File: src/rtl/riscoffee_pkg.sv
// Shared fetch-stage types and constants.
// Imported by the fetch stage and its instruction queue.
package riscoffee_pkg;

  localparam logic [31:0] NOP          = 32'h0000_0013;
  localparam logic [31:0] RESET_PC_DEF = 32'h0000_0000;

  typedef enum logic [1:0] {
    IDLE,
    REQ,
    WAIT
  } fetch_state_t;

  typedef struct packed {
    logic [31:0] pc;
    logic [31:0] inst;
  } fetch_entry_t;

endpackage

File: src/rtl/riscoffee_fetch_queue.sv
// Two-entry {pc, inst} FIFO between imem responses and decode.
// Entry q0 is always the head; a push+pop keeps occupancy and order.
module riscoffee_fetch_queue
  import riscoffee_pkg::*;
(
  input  logic         CLK,
  input  logic         RST_N,
  input  logic         clr,
  input  logic         push,
  input  fetch_entry_t push_data,
  input  logic         pop,
  output logic [1:0]   count,
  output fetch_entry_t head
);

  fetch_entry_t q0, q1;
  logic [1:0]   cnt;

  always_ff @(posedge CLK or negedge RST_N) begin
    if (!RST_N) begin
      q0  <= '0;
      q1  <= '0;
      cnt <= '0;
    end else if (clr) begin
      cnt <= '0;
    end else begin
      case ({push, pop})
        2'b10: begin
          if (cnt == 2'd0) q0 <= push_data;
          else             q1 <= push_data;
          cnt <= cnt + 2'd1;
        end
        2'b01: begin
          q0  <= q1;
          cnt <= cnt - 2'd1;
        end
        2'b11: begin
          if (cnt == 2'd1) begin
            q0 <= push_data;
          end else begin
            q0 <= q1;
            q1 <= push_data;
          end
        end
        default: ;
      endcase
    end
  end

  assign count = cnt;
  assign head  = q0;

endmodule

File: src/rtl/riscoffee_fetch.sv
// Instruction fetch stage: imem req/gnt/rvalid master feeding decode
// through a 2-entry queue, with redirect and stale-response dropping.
module riscoffee_fetch
  import riscoffee_pkg::*;
#(
  parameter logic [31:0] RESET_PC    = RESET_PC_DEF,
  parameter int          QUEUE_DEPTH = 2
) (
  input  logic        CLK,
  input  logic        RST_N,
  input  logic        EX_STALL,
  input  logic        BRANCH_TAKEN,
  input  logic [31:0] BRANCH_PC,
  output logic        IMEM_REQ,
  output logic [31:0] IMEM_ADDR,
  input  logic        IMEM_GNT,
  input  logic        IMEM_RVALID,
  input  logic [31:0] IMEM_RDATA,
  output logic        DE_READY,
  output logic [31:0] INST_CODE,
  output logic [31:0] IF_PC
);

  localparam logic [1:0] FULL = 2'(QUEUE_DEPTH);

  fetch_state_t state_q, state_d;
  logic [31:0]  pc_q, pc_d;
  logic         drop_q, drop_d;

  logic [1:0]   cnt;
  fetch_entry_t head;
  fetch_entry_t push_data;
  logic         push, pop;
  logic [1:0]   occ_after;
  logic         room;
  logic [31:0]  br_pc;
  logic         unused_br_lsb;

  assign br_pc         = {BRANCH_PC[31:2], 2'b00};
  assign unused_br_lsb = ^BRANCH_PC[1:0];

  assign DE_READY = (cnt != 2'd0) && !EX_STALL && !BRANCH_TAKEN;
  assign pop      = DE_READY;

  // Response belongs to the granted address, one word behind fetch_pc.
  assign push = (state_q == WAIT) && IMEM_RVALID
              && !drop_q && !BRANCH_TAKEN;
  assign push_data.pc   = pc_q - 32'd4;
  assign push_data.inst = IMEM_RDATA;

  assign occ_after = cnt + {1'b0, push} - {1'b0, pop};
  assign room      = occ_after < FULL;

  riscoffee_fetch_queue u_queue (
    .CLK       (CLK),
    .RST_N     (RST_N),
    .clr       (BRANCH_TAKEN),
    .push      (push),
    .push_data (push_data),
    .pop       (pop),
    .count     (cnt),
    .head      (head)
  );

  always_ff @(posedge CLK or negedge RST_N) begin
    if (!RST_N) begin
      state_q <= IDLE;
      pc_q    <= {RESET_PC[31:2], 2'b00};
      drop_q  <= 1'b0;
    end else begin
      state_q <= state_d;
      pc_q    <= pc_d;
      drop_q  <= drop_d;
    end
  end

  always_comb begin
    state_d  = state_q;
    pc_d     = pc_q;
    drop_d   = drop_q;
    IMEM_REQ = 1'b0;
    unique case (state_q)
      IDLE: begin
        if (BRANCH_TAKEN || room) state_d = REQ;
      end
      REQ: begin
        IMEM_REQ = 1'b1;
        if (IMEM_GNT) begin
          pc_d    = pc_q + 32'd4;
          state_d = WAIT;
          if (BRANCH_TAKEN) drop_d = 1'b1;
        end
      end
      WAIT: begin
        if (IMEM_RVALID) begin
          drop_d  = 1'b0;
          state_d = (BRANCH_TAKEN || room) ? REQ : IDLE;
        end else if (BRANCH_TAKEN) begin
          drop_d = 1'b1;
        end
      end
      default: state_d = IDLE;
    endcase
    if (BRANCH_TAKEN) pc_d = br_pc;
  end

  assign IMEM_ADDR = pc_q;
  assign INST_CODE = (cnt != 2'd0) ? head.inst : NOP;
  assign IF_PC     = (cnt != 2'd0) ? head.pc   : pc_q;

endmodule

File: config.mk
export PLATFORM = sky130hd
export DESIGN_NAME = riscoffee_fetch
export DESIGN_NICKNAME = d
export VERILOG_FILES = /design/src/rtl/riscoffee_pkg.sv /design/src/rtl/riscoffee_fetch_queue.sv /design/src/rtl/riscoffee_fetch.sv
export SDC_FILE = /design/constraint.sdc
export NUM_CORES = 1
export LEC_CHECK = 0
export ABC_CLOCK_PERIOD_IN_PS = 2300
export BUFFER_PORTS_ARGS = -buffer_cell sky130_fd_sc_hd__buf_2
export CAP_MARGIN = 20
export CORE_MARGIN = 2
export CORE_UTILIZATION = 50
export DETAILED_ROUTE_END_ITERATION = 8
export PLACE_DENSITY = 0.8
export SLEW_MARGIN = 5
export SYNTH_ARGS = -nofsm -noshare
export SYNTH_HDL_FRONTEND = slang
export SYNTH_HIERARCHICAL = 1
export SYNTH_SLANG_ARGS = --single-unit
File: constraint.sdc
create_clock -name CLK -period 2.3 [get_ports CLK]
set_input_delay 0.115 -clock CLK [delete_from_list [all_inputs] [get_ports CLK]]
set_output_delay 0.115 -clock CLK [all_outputs]
set_load 0.05 [all_outputs]
After elaboration in Yosys (flattened, before gate mapping)
Index checks and enable logic that the tools add are counted.
{"block": "op_classes", "n_mux": 23, "n_eq_ne": 12, "reduce_logical": 23, "add_sub_neg": 6, "bitwise_logic": 1, "magnitude_cmp": 1}
{"operator": "64-bit 2-to-1 mux", "n": 4}
{"operator": "64-bit one-hot mux with 3 select lines", "n": 1}
{"operator": "32-bit 2-to-1 mux", "n": 5}
{"operator": "64-bit one-hot mux with 2 select lines", "n": 1}
{"operator": "32-bit by 3-bit adder with 32-bit output (second input constant)", "n": 1}
{"operator": "32-bit by 3-bit subtractor with 32-bit output (second input constant)", "n": 1}
{"operator": "2-bit inequality test (second input constant)", "n": 5}
{"operator": "2-bit nonzero test", "n": 5}
{"operator": "2-bit 2-to-1 mux", "n": 4}
{"operator": "2-bit by 1-bit equality test with 1-bit output (second input constant)", "n": 3}
{"operator": "2-bit equality test (second input constant)", "n": 3}
{"operator": "2-bit one-hot mux with 3 select lines", "n": 1}
{"operator": "3-bit AND reduction", "n": 2}
{"operator": "3-bit nonzero test", "n": 2}
{"operator": "1-bit logical AND", "n": 5}
{"operator": "1-bit 2-to-1 mux", "n": 5}
{"operator": "2-bit zero test", "n": 2}
{"operator": "2-bit one-hot mux with 2 select lines", "n": 1}
{"operator": "2-bit AND reduction", "n": 2}
{"operator": "4-bit AND reduction", "n": 1}
{"operator": "1-bit zero test", "n": 3}
{"operator": "2-bit by 1-bit adder with 2-bit output", "n": 1}
{"operator": "2-bit by 1-bit adder with 2-bit output (second input constant)", "n": 1}
{"operator": "2-bit < comparator (second input constant)", "n": 1}
{"operator": "other kinds (6)", "n": 6}
{"block": "word_totals", "elab_cells": 74, "inputBits": 70, "out_inout_bits": 98, "register_bits": 165}

Logic depth before layout (Yosys ltp)
{"block": "logic_depth", "depth_word": 11, "ltp_mapped": 10, "mapped_depth_nobuf": 8}

By module
The synthesis kept the hierarchy.
{"mod": "riscoffee_fetch_queue", "area_each_um2": 5904.4, "n_inst": 1, "cells_each": 361}
{"mod": "riscoffee_fetch", "area_each_um2": 3196.8, "n_inst": 1, "cells_each": 400}

Worst setup path before layout
Ideal clock, no wire load.
{"block": "synth_timing", "kind": "reg2reg", "from": "register u_queue.cnt[1], in the netlist u_queue/count[1]", "to": "register u_queue.q0 (netlist bit u_queue/head[10])", "arrival_time_ns": 3.350, "setup_ns": 0.125, "stages_incl_launch_ff": 10, "path_slack_ns": -1.174, "required_ns": 2.175, "path_cell_list": "dfrtp_1 > nor2_1 > clkbuf_1 > clkbuf_1 > nor3_1 > buf_6 > a21boi_4 > buf_4 > mux2_2 > mux2_2"}
{"block": "synth_between", "elab_chain_len": 6}
{"element": "start: declaration", "line": "riscoffee_fetch_queue.sv:17", "source": "logic [1:0] cnt;"}
{"element": "start signal: assignment", "line": "riscoffee_fetch_queue.sv:31", "source": "cnt <= cnt + 2'd1;"}
{"element": "start signal: assignment", "line": "riscoffee_fetch_queue.sv:35", "source": "cnt <= cnt - 2'd1;"}
{"element": "2-bit nonzero test (*)", "line": "riscoffee_fetch.sv:42", "source": "assign DE_READY = (cnt != 2'd0) && !EX_STALL && !BRANCH_TAKEN;"}
{"element": "1-bit logical AND (*) (2 in series)", "line": "riscoffee_fetch.sv:42"}
{"element": "named net DE_READY", "line": "riscoffee_fetch.sv:19", "source": "output logic DE_READY,"}
{"element": "2-bit equality test or 2-bit by 1-bit equality test with 1-bit output (tied branches)", "line": "riscoffee_fetch_queue.sv:27", "source": "case ({push, pop})"}
{"element": "2-bit by 1-bit inequality test with 1-bit output (no source line) or 3-bit nonzero test (tied branches)"}
{"element": "3-bit AND reduction (no source line)"}
{"element": "end signal: assignment", "line": "riscoffee_fetch_queue.sv:29", "source": "if (cnt == 2'd0) q0 <= push_data;"}
{"element": "end signal: assignment", "line": "riscoffee_fetch_queue.sv:34", "source": "q0 <= q1;"}
{"element": "end signal: assignment", "line": "riscoffee_fetch_queue.sv:39", "source": "q0 <= push_data;"}
{"element": "end: declaration", "line": "riscoffee_fetch_queue.sv:16", "source": "fetch_entry_t q0, q1;"}
Mark *: on every way through the listed nets, which the timed path passes. The rest lies on a longest branch.
A chain may end at the register's enable or synchronous reset.

==> reports/qor.csv <==
metric,value,unit
status,"complete, but fails checks",
violations,negative setup slack,
yosysWarnings,6,
post_drt_wl_per_cell,18.3,µm
relSlewSlack,61.7,%
vias,7083,
synth_top_area_share,44.8,%
fin_area,12100,µm²
critPathTopFamily,simple AND/OR/NAND/NOR gates,
layout.nets,1102,
synthCells,761,
finalSetupTns,-0.127,ns
setup_viol_count_final,3,
avgSynthCellArea,12.0,µm²
synthFlopType,dfrtp_1,
post_synth_mux_area_share,29.2,%
hpwlAfterDp,13900,µm
fin_worst_skew,0.00832,ns
drt_iter0_drc,371,
grt_max_degree,96,
grt_pass1_wl,36800,µm
slowest_stage,or4_4,
power,0.00981,W
fin_ws,-0.0695,ns
cts_buffers,17,
synth-compound-area-share,4.59,%
synth_adder_area_share,0.825,%
hold_viol,0,
firstDrtPassIters,4,
ir_drop,0.566,mV
antenna_left,0,
cts.sinks,163,
end_kind,flop,
yosys-top-cells-area,"dfrtp_1 45%, mux2_2 22%, mux2_4 6.6%, nor2b_1 2.4%, xor2_1 2.3%",
worstPathMaxFanout,2,
rsz0062_at_grt,true,
tightest_slew,0.573,ns
coreArea,17900,µm²
cts_tree,done,
arrival,2.67,ns
clk_path_buf_depth,2,
fillers,1257,
die_x,139,µm
cp_slowest_stage_delay,0.55,ns
root_buffer,clkbuf_16,
drive_above_1_share,51.1,%
die_y,139,µm
crit_required,2.61,ns
grt-ovfl-total,0,
area_delta_synth_final,32.7,%
finalCriticalPeriod,2.37,ns
crit_type,flop to flop,
synth-simple-area-share,12.1,%
power.leakage,5.63,nW
clk_latency,0.42,ns
gp_congestion,0.850,
placed_cell_area,10600,µm²
first_global_vias,7262,
post-route-period-util,103,%
synthArstFlopShare,100,%
ys_ff_latch,163,
antenna_found_initial,1,
drv_slew,0,
row_count,49,
path_cells,or4_4 -> or4_4 -> nor4_4 -> xor2_1 -> mux2_4 -> mux2_4,
synth.most_common_cell,mux2_2,
yosysUniqueCellTypes,54,
grtUsageTotal,23.6,%
die_area,19300,µm²
synth_top_cell_by_area,dfrtp_1,
crit_buf_inv,0,
cap_violations,0,
fmax,0.422,GHz
synth-seq-area-share,44.8,%
synth_xor_area_share,3.85,%
clkTransAtPathRegs,0.06,ns
hold_path_class,input port to flop,
drc,0,
h-tree-depth,4,
vias_per_cell,5.58,
wl,23200,µm
syn_area,9100,µm²
numPortBuffers,163,
synth_top_family_by_area,multiplexers,
synth_edf_count,0,
synthTopCellsByCount,"174 x mux2_2, 163 x dfrtp_1, 40 x mux2_4",
start_util,50.8,%
final_util,67.5,%
power_density,812,nW/µm²
cp-start-kind,flop,
io_pins,168,
-- layout by cell type (no fill, tap or decap), types with 4 or more instances in the layout --
cell / instances
buf_4: 63
buf_6: 4
a31oi_1: 13
o21ai_0: 14
dlygate4sd3_1: 62
dfrtp_2: 10
clkinvlp_4: 4
nand4_1: 11
nor4_2: 4
nor3_2: 4
dfrtp_1: 153
nand2_1: 27
nor3_1: 9
buf_2: 162
ha_1: 5
mux2_1: 7
or3_1: 9
buf_12: 12
nor2b_1: 35
nand3_1: 15
inv_1: 11
or4_4: 4
or4_1: 13
xnor2_1: 16
xor2_1: 24
clkbuf_1: 4
conb_1: 6
clkbuf_16: 18
o31ai_1: 15
nor2_1: 29
mux2_4: 48
mux2_2: 167
-- timing repair --
item | 4_1_cts | 5_1_grt
endpoints found under the setup margin | 61 | 63
pin swaps | 3 | 7
hold buffers | 62 | 0
cloned | 1 | 1
setup buffers | 0 | 9
endpoints found under the hold margin | 224 | 0
resized for setup | 12 | 24
-- registers in the layout (all words and copies together), names as in the netlist --
register,flops
u_queue/count,2
u_queue/q1,64
drop_q,1
IMEM_ADDR,30
u_queue/head,64
state_q,2
-- routing by layer --
layer  GRT usage, %  vias to the layer above  wire length [µm]  part of all wire, %
met1           30.0                     3557              9660                   42
met5              0                        -                 0                    0
met2           40.5                      233             11800                   51
met3           4.59                       46              1200                  5.2
li1               -                     3247                 -                    -
met4           7.97                        0               537                  2.3
-- path summary, 6_finish.rpt --
path                                              start                      endpoint  slack, ns  cells past startpoint
max                           IMEM_ADDR[25]$_DFFE_PN0P_  u_queue/head[63]$_DFFE_PN0P_      -0.07                      6
min                                            IMEM_GNT        state_q[0]$_DFFE_PN0P_       0.03                      3
max reg2reg                   IMEM_ADDR[25]$_DFFE_PN0P_  u_queue/head[63]$_DFFE_PN0P_      -0.07                      6
min reg2reg                u_queue/head[24]$_DFFE_PN0P_  u_queue/head[24]$_DFFE_PN0P_       0.48                      1
max in group asynchronous                         RST_N      IMEM_ADDR[7]$_DFFE_PN0P_       1.51                      3
min in group asynchronous                         RST_N   u_queue/head[2]$_DFFE_PN0P_       0.28                      3
-- through the flow --
stage	setup WS, ns	hold slack (ns)	cells
after floorplan	-0.352	-0.181	766
after global placement	-0.0355	0.149	1163
after detailed placement	-0.0980	0.154	1163
after CTS	-0.114	0.00533	1258
after global routing	-0.120	0.0259	1268
final	-0.0695	0.0349	1269
-- cells by family (layout without fill, tap and decap cells) --
logic type      count (synthesis)  after routing
mux                           223            223
compound gates                 60             61
buf+inv                        77            349
xor+xnor                       40             40
fa+ha+maj                       6              6
simple gates                  191            191
other cells                     1              7
flops                         163            163
-- power by group --
group	internal (W)	total [W]	switching, W
clock	0.00157	0.00272	0.00114
sequential	0.00354	0.00395	0.000408
combinational	0.00147	0.00315	0.00168
-- area by class of cell --
cell class / count / area (µm²) / area share (%)
clock buffers: 24 / 482 / 3.99
clock inverters: 8 / 78.8 / 0.653
well taps: 229 / 287 / 2.37
flip-flops and latches: 163 / 4090 / 33.9
diodes: 1 / 2.50 / 0.0207
repair buffers: 305 / 2230 / 18.5
inverters: 12 / 50.0 / 0.414
multi-input cells: 527 / 4850 / 40.2
-- worst reg2reg max path: stages (launching register included) --
cell and delay [ns]:
dfrtp_2 0.41, or4_4 0.55, or4_4 0.47, nor4_4 0.18, xor2_1 0.12, mux2_4 0.28, mux2_4 0.25
No activity file was read; power rests on OpenSTA's default activity.
